==> src/rtl/keymem_client_if.sv <==
// Key-memory client bus: lookup port from the NTS packet engine, request
// port towards keymem_top, and the statistics/cache control signals.
interface keymem_client_if;
    logic         lookup_req;
    logic [31:0]  lookup_id;
    logic         lookup_ready;
    logic         lookup_ack;
    logic         lookup_ok;
    logic         lookup_hit;
    logic [255:0] lookup_key;
    logic         cache_flush;

    logic         key_req;
    logic [31:0]  key_id;
    logic         key_ack;
    logic [255:0] key;

    logic         cnt_clear;
    logic [31:0]  cnt_lookups;
    logic [31:0]  cnt_hits;
    logic [31:0]  cnt_timeouts;

    // Environment side: packet engine, keymem_top and software registers.
    modport master (
        output lookup_req, lookup_id, cache_flush, key_ack, key, cnt_clear,
        input  lookup_ready, lookup_ack, lookup_ok, lookup_hit, lookup_key,
        input  key_req, key_id, cnt_lookups, cnt_hits, cnt_timeouts
    );

    // Client side: the keymem_client block itself.
    modport slave (
        input  lookup_req, lookup_id, cache_flush, key_ack, key, cnt_clear,
        output lookup_ready, lookup_ack, lookup_ok, lookup_hit, lookup_key,
        output key_req, key_id, cnt_lookups, cnt_hits, cnt_timeouts
    );
endinterface

==> src/rtl/keymem_client.sv <==
// Key-memory client: single-entry key cache in front of a four-phase
// key_req/key_ack handshake to keymem_top, with a per-request timeout and
// saturating lookup/hit/timeout statistics.
module keymem_client #(
    parameter logic [15:0] TIMEOUT_CYCLES = 16'd1024,
    parameter logic        CACHE_EN       = 1'b1
) (
    input logic            key_clk,
    input logic            key_aresetn,
    keymem_client_if.slave bus
);

    typedef enum logic [1:0] {
        IDLE,
        REQ,
        RELEASE
    } state_t;

    state_t         state_q, state_d;
    logic [15:0]    tmo_q, tmo_d;
    logic [31:0]    key_id_q;

    logic           cache_valid_q;
    logic [31:0]    cache_id_q;
    logic [255:0]   cache_key_q;

    logic           ack_q, ok_q, hit_q;
    logic [255:0]   key_q;

    logic [31:0]    cnt_lookups_q, cnt_hits_q, cnt_timeouts_q;

    logic           accept, hit, miss, fill, timeout;

    // Next-state decode: cache hit check in IDLE, ack/timeout race in REQ,
    // wait for keymem to drop its ack in RELEASE.
    always_comb begin
        state_d = state_q;
        tmo_d   = tmo_q;
        accept  = 1'b0;
        hit     = 1'b0;
        miss    = 1'b0;
        fill    = 1'b0;
        timeout = 1'b0;
        case (state_q)
            IDLE: begin
                if (bus.lookup_req) begin
                    accept = 1'b1;
                    if (CACHE_EN && cache_valid_q && (bus.lookup_id == cache_id_q)
                        && !bus.cache_flush) begin
                        hit = 1'b1;
                    end else begin
                        miss    = 1'b1;
                        state_d = REQ;
                    end
                end
            end
            REQ: begin
                if (bus.key_ack) begin
                    fill    = 1'b1;
                    tmo_d   = '0;
                    state_d = RELEASE;
                end else if (tmo_q == TIMEOUT_CYCLES - 16'd1) begin
                    timeout = 1'b1;
                    tmo_d   = '0;
                    state_d = RELEASE;
                end else begin
                    tmo_d = tmo_q + 16'd1;
                end
            end
            RELEASE: begin
                if (!bus.key_ack) begin
                    state_d = IDLE;
                end
            end
            default: state_d = IDLE;
        endcase
    end

    // State, timeout counter and the latched request id.
    always_ff @(posedge key_clk or negedge key_aresetn) begin
        if (!key_aresetn) begin
            state_q  <= IDLE;
            tmo_q    <= '0;
            key_id_q <= '0;
        end else begin
            state_q <= state_d;
            tmo_q   <= tmo_d;
            if (miss) begin
                key_id_q <= bus.lookup_id;
            end
        end
    end

    // Response register; lookup_key holds its value between responses.
    always_ff @(posedge key_clk or negedge key_aresetn) begin
        if (!key_aresetn) begin
            ack_q <= 1'b0;
            ok_q  <= 1'b0;
            hit_q <= 1'b0;
            key_q <= '0;
        end else begin
            ack_q <= hit | fill | timeout;
            ok_q  <= hit | fill;
            hit_q <= hit;
            if (hit) begin
                key_q <= cache_key_q;
            end else if (fill) begin
                key_q <= bus.key;
            end else if (timeout) begin
                key_q <= '0;
            end
        end
    end

    // Single-entry cache; a flush always beats a fill in the same cycle.
    always_ff @(posedge key_clk or negedge key_aresetn) begin
        if (!key_aresetn) begin
            cache_valid_q <= 1'b0;
            cache_id_q    <= '0;
            cache_key_q   <= '0;
        end else if (bus.cache_flush) begin
            cache_valid_q <= 1'b0;
        end else if (fill) begin
            cache_valid_q <= 1'b1;
            cache_id_q    <= key_id_q;
            cache_key_q   <= bus.key;
        end
    end

    // Saturating statistics; clear takes priority over any increment.
    always_ff @(posedge key_clk or negedge key_aresetn) begin
        if (!key_aresetn) begin
            cnt_lookups_q  <= '0;
            cnt_hits_q     <= '0;
            cnt_timeouts_q <= '0;
        end else if (bus.cnt_clear) begin
            cnt_lookups_q  <= '0;
            cnt_hits_q     <= '0;
            cnt_timeouts_q <= '0;
        end else begin
            if (accept && (cnt_lookups_q != '1)) begin
                cnt_lookups_q <= cnt_lookups_q + 32'd1;
            end
            if (hit && (cnt_hits_q != '1)) begin
                cnt_hits_q <= cnt_hits_q + 32'd1;
            end
            if (timeout && (cnt_timeouts_q != '1)) begin
                cnt_timeouts_q <= cnt_timeouts_q + 32'd1;
            end
        end
    end

    assign bus.lookup_ready = (state_q == IDLE);
    assign bus.key_req      = (state_q == REQ);
    assign bus.key_id       = key_id_q;
    assign bus.lookup_ack   = ack_q;
    assign bus.lookup_ok    = ok_q;
    assign bus.lookup_hit   = hit_q;
    assign bus.lookup_key   = key_q;
    assign bus.cnt_lookups  = cnt_lookups_q;
    assign bus.cnt_hits     = cnt_hits_q;
    assign bus.cnt_timeouts = cnt_timeouts_q;

endmodule
==> src/flat_wrapper.sv <==
// flat-port wrapper written by rule: the top's interface ports become plain ports
module keymem_client_flat 
#(
    parameter logic [15:0] TIMEOUT_CYCLES = 16'd1024,
    parameter logic        CACHE_EN       = 1'b1
)
  (key_clk, key_aresetn, bus_lookup_req, bus_lookup_id, bus_cache_flush, bus_key_ack, bus_key, bus_cnt_clear, bus_lookup_ready, bus_lookup_ack, bus_lookup_ok, bus_lookup_hit, bus_lookup_key, bus_key_req, bus_key_id, bus_cnt_lookups, bus_cnt_hits, bus_cnt_timeouts);
  keymem_client_if bus_i ();
  input logic key_clk;
  input logic key_aresetn;
  input wire logic [$bits(bus_i.lookup_req)-1:0] bus_lookup_req;
  input wire logic [$bits(bus_i.lookup_id)-1:0] bus_lookup_id;
  input wire logic [$bits(bus_i.cache_flush)-1:0] bus_cache_flush;
  input wire logic [$bits(bus_i.key_ack)-1:0] bus_key_ack;
  input wire logic [$bits(bus_i.key)-1:0] bus_key;
  input wire logic [$bits(bus_i.cnt_clear)-1:0] bus_cnt_clear;
  output wire logic [$bits(bus_i.lookup_ready)-1:0] bus_lookup_ready;
  output wire logic [$bits(bus_i.lookup_ack)-1:0] bus_lookup_ack;
  output wire logic [$bits(bus_i.lookup_ok)-1:0] bus_lookup_ok;
  output wire logic [$bits(bus_i.lookup_hit)-1:0] bus_lookup_hit;
  output wire logic [$bits(bus_i.lookup_key)-1:0] bus_lookup_key;
  output wire logic [$bits(bus_i.key_req)-1:0] bus_key_req;
  output wire logic [$bits(bus_i.key_id)-1:0] bus_key_id;
  output wire logic [$bits(bus_i.cnt_lookups)-1:0] bus_cnt_lookups;
  output wire logic [$bits(bus_i.cnt_hits)-1:0] bus_cnt_hits;
  output wire logic [$bits(bus_i.cnt_timeouts)-1:0] bus_cnt_timeouts;
  assign bus_i.lookup_req = bus_lookup_req;
  assign bus_i.lookup_id = bus_lookup_id;
  assign bus_i.cache_flush = bus_cache_flush;
  assign bus_i.key_ack = bus_key_ack;
  assign bus_i.key = bus_key;
  assign bus_i.cnt_clear = bus_cnt_clear;
  assign bus_lookup_ready = bus_i.lookup_ready;
  assign bus_lookup_ack = bus_i.lookup_ack;
  assign bus_lookup_ok = bus_i.lookup_ok;
  assign bus_lookup_hit = bus_i.lookup_hit;
  assign bus_lookup_key = bus_i.lookup_key;
  assign bus_key_req = bus_i.key_req;
  assign bus_key_id = bus_i.key_id;
  assign bus_cnt_lookups = bus_i.cnt_lookups;
  assign bus_cnt_hits = bus_i.cnt_hits;
  assign bus_cnt_timeouts = bus_i.cnt_timeouts;
  keymem_client #(.TIMEOUT_CYCLES(TIMEOUT_CYCLES), .CACHE_EN(CACHE_EN)) u_core (.key_clk(key_clk), .key_aresetn(key_aresetn), .bus(bus_i));
endmodule
==> config.mk <==
export PLATFORM = sky130hd
export DESIGN_NAME = keymem_client_flat
export DESIGN_NICKNAME = d
export VERILOG_FILES = /design/src/rtl/keymem_client_if.sv /design/src/rtl/keymem_client.sv /design/src/flat_wrapper.sv
export SDC_FILE = /design/constraint.sdc
export NUM_CORES = 1
export LEC_CHECK = 0
export BUFFER_PORTS_ARGS = -buffer_cell sky130_fd_sc_hd__buf_2
export CORE_AREA = 2 2 269 271
export DETAILED_ROUTE_END_ITERATION = 8
export DIE_AREA = 0 0 271 273
export GPL_TIMING_DRIVEN = 1
export SYNTH_ARGS = -nofsm -noshare
export SYNTH_HDL_FRONTEND = slang
export SYNTH_SLANG_ARGS = --single-unit
==> constraint.sdc <==
create_clock -name key_clk -period 2.7 [get_ports key_clk]
set_clock_uncertainty 0.1 [all_clocks]
set_input_delay 0 -clock key_clk [delete_from_list [all_inputs] [get_ports key_clk]]
set_output_delay 0 -clock key_clk [all_outputs]
set_load 0.02 [all_outputs]
Word level (Yosys, flattened, before mapping) --
Index checks and enable logic that the tools add are counted.
Word-level totals: flip-flop bits (word level) 694, bits of input ports 294, word-level logic and storage cells 77
Cells by class: add/sub/neg operators 4, eq/ne operators 11, muxes and demuxes 32, bitwise gates (word level) 3, reduce and logical (&&, ||, !) cells 14
Operator list (count):
- two-way mux 256 bit | 3
- two-way mux 32 bit | 6
- adder 32 x 1 -> 32 bit (second input constant) | 3
- inequality test 32 bit (second input constant) | 3
- equality test 32 bit | 1
- two-way mux 16 bit | 2
- adder 16 x 1 -> 16 bit (second input constant) | 1
- equality test 16 x 10 -> 1 bit (second input constant) | 1
- two-way mux 1 bit | 15
- two-way mux 2 bit | 5
- nonzero test 2 bit | 4
- inequality test 2 bit (second input constant) | 3
- one-hot mux 2 bit (3 select lines) | 1
- logical AND 1 bit | 5
- AND reduction 4 bit | 1
- inequality test 3 x 2 -> 1 bit (second input constant) | 1
- nonzero test 3 bit | 1
- equality test 2 x 1 -> 1 bit (second input constant) | 1
- equality test 2 bit (second input constant) | 1
- zero test 2 bit | 1
- bitwise OR 1 bit | 2
- AND reduction 2 bit | 1
- zero test 1 bit | 1
- inverter 1 bit | 1

Logic depth before layout (Yosys ltp) --
Gate-level depths: netlist of the first run.
depth in word-level cells 9, mapped depth 10, mapped depth without buffers 7

Least setup slack after synthesis of the first run --
Ideal clock, no wire load.
path type flip-flop to flip-flop, from reg u_core.cnt_timeouts_q[9], in the netlist u_core.bus.cnt_timeouts[9], to reg u_core.cnt_timeouts_q[31], in the netlist u_core.bus.cnt_timeouts[31], data arrival time 2.278 ns, data required time 2.475 ns, path slack 0.197 ns, stages on the path, launching flop included 7, path buffers 0, period minus slack after synthesis 2.503 ns, path through dfrtp_1 and4_1 nand4_1 nor4_1 nor3_1 nand3_1 mux2_2
Between the ends: longest elaborated chain between the ends 3, elaborated cells on any way between the ends 6, those cells by class add/sub (1); eq/ne (1); mux (2); reduce/logical (2)
RTL lines:
- start, declared | line keymem_client.sv:30 | logic [31:0] cnt_lookups_q, cnt_hits_q, cnt_timeouts_q;
- start signal, assigned | line keymem_client.sv:148 | cnt_timeouts_q <= cnt_timeouts_q + 32'd1;
- adder 32 x 1 -> 32 bit or inequality test 32 bit (tied branches) | line keymem_client.sv:148, keymem_client.sv:147
- two-way mux 32 bit or logical AND 1 bit (tied branches) | line keymem_client.sv:147 | if (timeout && (cnt_timeouts_q != '1)) begin
- two-way mux 32 bit or nonzero test 2 bit (tied branches)
Parallel ways exist; a longest one is shown, timed or not. The select of a mux whose other input is x is not followed. A chain may end at the register's enable or synchronous reset.

Worst setup path after layout of the first run --
from reg u_core.tmo_q[0], to reg u_core.cnt_timeouts_q[31], in the netlist u_core.bus.cnt_timeouts[31]
Between the ends: longest elaborated chain between the ends 6
RTL lines:
- start, declared | line keymem_client.sv:20 | logic [15:0] tmo_q, tmo_d;
- start signal, assigned | line keymem_client.sv:87 | tmo_q <= tmo_d;
- equality test 16 x 10 -> 1 bit | line keymem_client.sv:62 | end else if (tmo_q == TIMEOUT_CYCLES - 16'd1) begin
- two-way mux 1 bit | line keymem_client.sv:62
- two-way mux 1 bit | line keymem_client.sv:58 | if (bus.key_ack) begin
- two-way mux 1 bit | line keymem_client.sv:44 | case (state_q)
- logical AND 1 bit | line keymem_client.sv:147
- nonzero test 2 bit (no line)
Every way passes these cells.

==> impl_metrics.ini, run 1 <==
[timing]
worst-slew-pin-transition_ns = 1.032
setup_viol = 0
setup_ws_ns = 0.1156
max_freq_mhz = 386.9
report.final.slew_viol_count = 0
finalCriticalPeriod_ns = 2.584
rsz0062_at_grt = no
fin_setup_tns_ns = 0
slew_headroom_pct = 30.67
fin_crit_sh_pct = 95.72
hold_viol = 0

[cts]
cts_tree = done
clk_path_buf_depth = 3
clock-root-buffer = clkbuf_16
clk_pin_slew_ns = 0.06
cts_sinks = 694
clk-insertion-delay-late_ns = 0.64
h-tree-depth = 3
cts-buffers-inserted = 77

[route]
wl_per_cell_um = 20.75
drtPass1Iterations = 5
viasPerCell = 5.500
vias = 24930
drc = 0
route.final.wire_length_mm = 94.07
antenna_left = 0
first_iter_violations = 1815

[logic_synthesis]
ys_seq_area_share_pct = 59.02
syn-cell-area_sq_um = 29420
yosys.area.top_type_share_pct = 59.02
syn_nets = 2842
ys_seq_elements = 694
yosysUniqueCellTypes = 46
syn_inst = 2544
async_flop_share_pct = 100.0
yosys-top-cells-area = dfrtp_1 (59%), mux2_2 (12%), a221oi_1 (7.6%)
syn_avg_cell_area_sq_um = 11.57
synth_edf_count = 0
synth-main-ff-cell = dfrtp_1
synth.largest_area_cell = dfrtp_1
ys.warnings.count = 0

[cells_and_area]
drive_gt1_share_pct = 35.03
area_growth_pct = 36.59
num-fill-cells = 5784
nNetsFinal = 3819

[worst_setup_path]
critPathMaxFanout = 6
worst_ep_arrival_time_ns = 2.98
cp-start-kind = flop
cp-end-kind = flop
criticalPathCategory = flop to flop
cp.required_ns = 3.10

[job]
cap_violations = 0

[floorplanning]
initial_core_util_pct = 41.44
die-area_sq_um = 73980
die_w_um = 271
rows = 98
ioPinCount = 683
die_y_um = 273
core_sq_um = 71000

[power]
p_leak_nw = 18.52
power_density_nw_per_um2 = 1052
ir_drop_uv = 637.5

[global_route]
grt_pass1_wl_mm = 146.7
grt_pass1_vias = 25940
antenna_found_initial = 9
grt.overflow.total = 0
grt_max_degree = 117
grt_usage_pct = 24.73

[placement]
gp_congestion = 0.8500
pre_cts_ws_ns = 0.06385
hpwl_mm = 63.23
io_buffers = 682

[hold_path]
hold_class = input pin to flop

[status]
status = finished clean
## state kept, by name, summed over array words and instances (netlist names)
register,flops
u_core.bus.cnt_hits,32
u_core.bus.cnt_lookups,32
u_core.bus.cnt_timeouts,32
u_core.bus.key_id,32
u_core.bus.lookup_ack,1
u_core.bus.lookup_hit,1
u_core.bus.lookup_key,256
u_core.bus.lookup_ok,1
u_core.cache_id_q,32
u_core.cache_key_q,256
u_core.cache_valid_q,1
u_core.state_q,2
u_core.tmo_q,16
## area by class of cell
class | count | area, sq um | area share [%]
Antenna cell | 6 | 15.01 | 0.03736
Clock inverter | 23 | 337.8 | 0.8406
Sequential cell | 694 | 17370 | 43.21
Timing Repair Buffer | 1079 | 7614 | 18.94
Clock buffer | 112 | 2258 | 5.620
Inverter | 11 | 53.80 | 0.1339
Tap cell | 950 | 1189 | 2.958
Multi-Input combinational cell | 1658 | 11350 | 28.25
## report_power, final
group | switching (mW) | internal [mW] | total, mW
sequential | 2.60 | 14.7 | 17.4
clock | 4.45 | 6.24 | 10.7
combinational | 7.89 | 6.35 | 14.2
## kinds of logic after synthesis
group                    after synthesis  share of synthesized area, %
AND/OR/NAND/NOR                      880                         13.36
AO/OA/AOI/OAI                        358                         9.674
flip-flops                           694                         59.02
buffers and inverters                192                         2.624
XOR/XNOR                              90                         2.679
multiplexers                         326                         12.47
adder cells (fa/ha/maj)                4                        0.1701
## metrics by stage
step	instance area [sq um]	util, %	hold WS [ns]	power [mW]	cells
global placement	34480	48.57	-0.03582	30.61	4093
floorplan	29420	-	-0.3956	25.76	2544
CTS	40050	56.41	0.004456	42.54	4523
global route	40190	56.60	0.04088	44.53	4532
finish	40190	56.61	0.04733	42.29	4533
detailed placement	34480	48.57	-0.03121	31.27	4093
## layer usage
layer	vias up	global-route usage, %	part of all wire (%)
li1	11140	-	-
met1	12610	30.18	39
met2	927	41.74	50
met3	252	5.474	6.7
met4	4	11.76	4.6
met5	-	0	0.026
## cells in the mapped netlist (2+ instances only)
library cell	n
nor2_1	596
dfrtp_1	694
and2_1	10
o21ai_0	29
or3_1	8
nor4_1	11
a21oi_1	37
xnor2_1	48
nor4_4	2
buf_2	41
o31ai_1	25
nand3_1	55
nor4_2	3
a221oi_1	256
nand4_1	41
nand4b_1	2
a31oi_1	3
or4_1	27
nor2b_1	9
and3_1	20
mux2_2	325
nand2_1	58
buf_1	2
or2_2	2
a22o_1	2
xor2_1	42
and4_1	12
nor3_1	14
ha_1	4
clkbuf_1	138
nor3b_1	4
inv_1	10
## path summary, 6_finish.rpt
check	start	to	slack, ns	depth (start not counted)
max	u_core.tmo_q[0]$_DFFE_PN0P_	u_core.bus.cnt_timeouts[31]$_DFFE_PN0P_	0.12	8
min	bus_key[221]	u_core.cache_key_q[221]$_DFFE_PN0P_	0.05	3
max reg2reg	u_core.tmo_q[0]$_DFFE_PN0P_	u_core.bus.cnt_timeouts[31]$_DFFE_PN0P_	0.12	8
min reg2reg	u_core.cache_key_q[131]$_DFFE_PN0P_	u_core.bus.lookup_key[131]$_DFFE_PN0P_	0.38	2
max in group asynchronous	key_aresetn	u_core.cache_key_q[244]$_DFFE_PN0P_	1.77	3
min in group asynchronous	key_aresetn	u_core.cache_key_q[123]$_DFFE_PN0P_	0.11	3
## placed cells by master (no fill, tap or decap), types with 30 or more instances in the layout
cell,synthesis,final
clkbuf_16,0,79
mux2_2,325,325
xnor2_1,48,48
xor2_1,42,42
a221oi_1,256,255
buf_12,0,30
buf_2,41,681
nand2_1,58,58
nand3_1,55,54
nand4_1,41,41
dfrtp_1,694,694
nor2_1,596,594
a21oi_1,37,37
buf_4,0,67
dlygate4sd3_1,0,294
## timing repair
item                                    4_1_cts  5_1_grt
endpoints found under the setup margin        0      280
hold endpoints to repair                   1171        0
hold buffers                                295        0
resized for setup                             0       11
buffers inserted                              0        2
## worst max-delay path: stages (launching register included)
cell and delay, ns:
dfrtp_1 0.38, ha_2 0.21, nand3_1 0.12, or3_4 0.38, or4_1 0.48, buf_4 0.20, nor3_1 0.22, nand3_1 0.11
mux2_2 0.28
Power figures use the tool's default switching activity.
==> run 2: changes to the inputs <==
--- a/config.mk
+++ b/config.mk
@@ -5,11 +5,13 @@
 export SDC_FILE = /design/constraint.sdc
 export NUM_CORES = 1
 export LEC_CHECK = 0
+export ABC_CLOCK_PERIOD_IN_PS = 2700
 export BUFFER_PORTS_ARGS = -buffer_cell sky130_fd_sc_hd__buf_2
 export CORE_AREA = 2 2 269 271
 export DETAILED_ROUTE_END_ITERATION = 8
 export DIE_AREA = 0 0 271 273
 export GPL_TIMING_DRIVEN = 1
+export SETUP_SLACK_MARGIN = 0.4
 export SYNTH_ARGS = -nofsm -noshare
 export SYNTH_HDL_FRONTEND = slang
 export SYNTH_SLANG_ARGS = --single-unit
==> constraint.sdc (replaced) <==
create_clock -name key_clk -period 2.7 [get_ports key_clk]
set_clock_uncertainty 0.1 [all_clocks]
set_input_delay 0.675 -clock key_clk [delete_from_list [all_inputs] [get_ports key_clk]]
set_output_delay 0.675 -clock key_clk [all_outputs]
set_load 0.02 [all_outputs]
==> run 2 against run 1 <==
  * Power is 1.4% higher
  * Clock power hardly changed
  * Sequential share of layout area is 1.8 points higher
  * Global-route usage is 0.45 points higher
  * Core utilization is 2.1 points lower
  * Non-clock buffer count is 238 lower
  * Final area is 3.8% lower
  * Critical endpoint is now u_core.bus.lookup_key[191]$_DFFE_PN0P_
  * Cell count is 4.7% lower
  * Via count is 3.8% lower
  * Wire length is 2.7% higher
  * Flip-flop and latch count stayed put
  * Critical path type unchanged
  * Die area stayed put
==> impl_metrics.ini, run 2 (synthesis gave the netlist of run 1 again) <==
[power]
ir_drop_uv = 709.6
p_leak_nw = 17.98
power_density_nw_per_um2 = 1110

[worst_setup_path]
critPathMaxFanout = 87
timing.rr.end = u_core.bus.lookup_key[191]$_DFFE_PN0P_
r2r.worst_path.cells = 9
rrSetupSlack_ns = 0.13
cp.required_ns = 3.11
criticalPathCategory = flop to flop
cp-start-kind = flop
worst_ep_arrival_time_ns = 2.98
cp-end-kind = flop
r2r-start = u_core.cache_id_q[11]$_DFFE_PN0P_
crit_start = u_core.cache_id_q[11]$_DFFE_PN0P_

[cells_and_area]
num-fill-cells = 6139
area_growth_pct = 31.42
final_common_cell = buf_2
final_cell_mix = buf_2 (680), dfrtp_1 (678), nor2_1 (592)
final_cell_area_sq_um = 38670
fin_util_pct = 54.46
drive_gt1_share_pct = 40.76
fin_cells = 4319
nNetsFinal = 3584

[route]
viasPerCell = 5.554
antenna_left = 0
wl_per_cell_um = 22.37
drtPass1Iterations = 5
vias = 23990
first_iter_violations = 1779
route.final.wire_length_mm = 96.64
drc = 0

[global_route]
grt_max_degree = 103
grt_util_met2_pct = 40.50
antenna_found_initial = 39
grt_pass1_vias = 24940
grt_pass1_wl_mm = 146.1
grt_usage_pct = 25.18
grtUsageMet3_pct = 6.880
grt.overflow.total = 0
grtUsageMet1_pct = 30.98
grt_most_used_layer = met2

[placement]
io_buffers = 682
gp_congestion = 0.8542
dpl_cell_area_sq_um = 34970
hpwl_mm = 64.17
placedCellCount = 4113
pre_cts_ws_ns = -0.1303

[timing]
fin_crit_sh_pct = 95.33
max_freq_mhz = 388.5
hold_viol = 0
report.final.slew_viol_count = 0
fin_setup_tns_ns = 0
slew_headroom_pct = 19.88
setup_ws_ns = 0.1261
finalCriticalPeriod_ns = 2.574
worst-slew-pin-transition_ns = 1.193
setup_viol = 0
rsz0062_at_grt = yes

[cts]
clk_pin_slew_ns = 0.06
clk-insertion-delay-late_ns = 0.64
cts-buffers-inserted = 79
cts_sinks = 694
clock-root-buffer = clkbuf_16
clk_path_buf_depth = 3
cts_tree = done
h-tree-depth = 3

[hold_path]
hold_class = input pin to flop
hp-start = bus_key[202]
whs_path_depth = 2
hold_end = u_core.cache_key_q[202]$_DFFE_PN0P_

[floorplanning]
die-area_sq_um = 73980
die_y_um = 273
initial_core_util_pct = 41.44
ioPinCount = 683
core_sq_um = 71000
die_w_um = 271
rows = 98

[job]
cap_violations = 0

[status]
status = finished clean
[run 2: cell count changes in the layout (fill, tap and decap cells not counted), moves of 7 or more]
cell / before / now
a221oi_1: 255 / 246
dfrtp_2: 0 / 16
buf_4: 67 / 93
mux2_4: 0 / 30
dfrtp_1: 694 / 678
dlygate4sd3_1: 294 / 1
buf_16: 3 / 10
bufbuf_16: 0 / 7
buf_12: 30 / 39
mux2_2: 325 / 295
diode_2: 6 / 25
a221oi_2: 1 / 10
[run 2: worst max-delay path, cell delays in order, from the launching register on]
cell      delay (ns)
dfrtp_1         0.39
xor2_1          0.17
a2111o_1        0.33
nor4_4          0.33
buf_4           0.18
nand3_4         0.08
buf_12          0.19
buf_12          0.23
nor2_1          0.22
nor2_1          0.06
[run 2: per-stage QoR]
step / power [mW] / hold WS (ns)
after detailed placement: 31.58 / 0.3780
after global placement: 30.89 / 0.3683
after global routing: 45.09 / 0.1521
after floorplan: 26.04 / 0.2794
final: 42.90 / 0.1791
after CTS: 43.05 / 0.1390
[run 2: layer usage]
metal | share of wire [%] | up-vias
met5 | 0.18 | -
met2 | 48 | 916
met1 | 39 | 12100
li1 | - | 10680
met4 | 5.1 | 26
met3 | 7.2 | 270
[run 2: worst max-delay path by stage]
stage / endpoint / slack [ns] / depth (start not counted)
4_1_cts: bus_key_req / 0.25 / 5
5_1_grt: u_core.bus.cnt_hits[22]$_DFFE_PN0P_ / 0.0001 / 9
2_1_floorplan: u_core.bus.cnt_hits[17]$_DFFE_PN0P_ / 0.23 / 7
3_5_place_dp: u_core.bus.lookup_key[199]$_DFFE_PN0P_ / -0.13 / 11
3_3_place_gp: u_core.bus.cnt_hits[23]$_DFFE_PN0P_ / -0.09 / 10
6_report: u_core.bus.lookup_key[191]$_DFFE_PN0P_ / 0.13 / 9
[run 2: area by class of cell]
type,count,area [sq um],area share (%)
inverters,11,70.07,0.1812
flip-flops and latches,694,17390,44.97
clock buffers,117,2330,6.025
diodes,25,62.56,0.1618
multi-input cells,1658,11700,30.26
repair buffers,841,5568,14.40
repair inverters,1,16.27,0.04207
well taps,950,1189,3.074
clock inverters,22,342.8,0.8866
[run 2: timing repair]
action | CTS | global route
pin swaps | 16 | 7
hold buffers | 1 | 0
hold endpoints to repair | 28 | 0
resized for setup | 54 | 16
gates cloned | 12 | 3
endpoints found under the setup margin | 432 | 466
buffers inserted | 24 | 2
[run 2: power by group]
| group | leakage (nW) | internal [mW] | switching (mW) |
|---|---|---|---|
| Clock | 1.31 | 6.49 | 4.43 |
| Sequential | 8.62 | 14.8 | 2.61 |
| Combinational | 8.06 | 6.61 | 8.02 |
| Total | 18.0 | 27.8 | 15.1 |
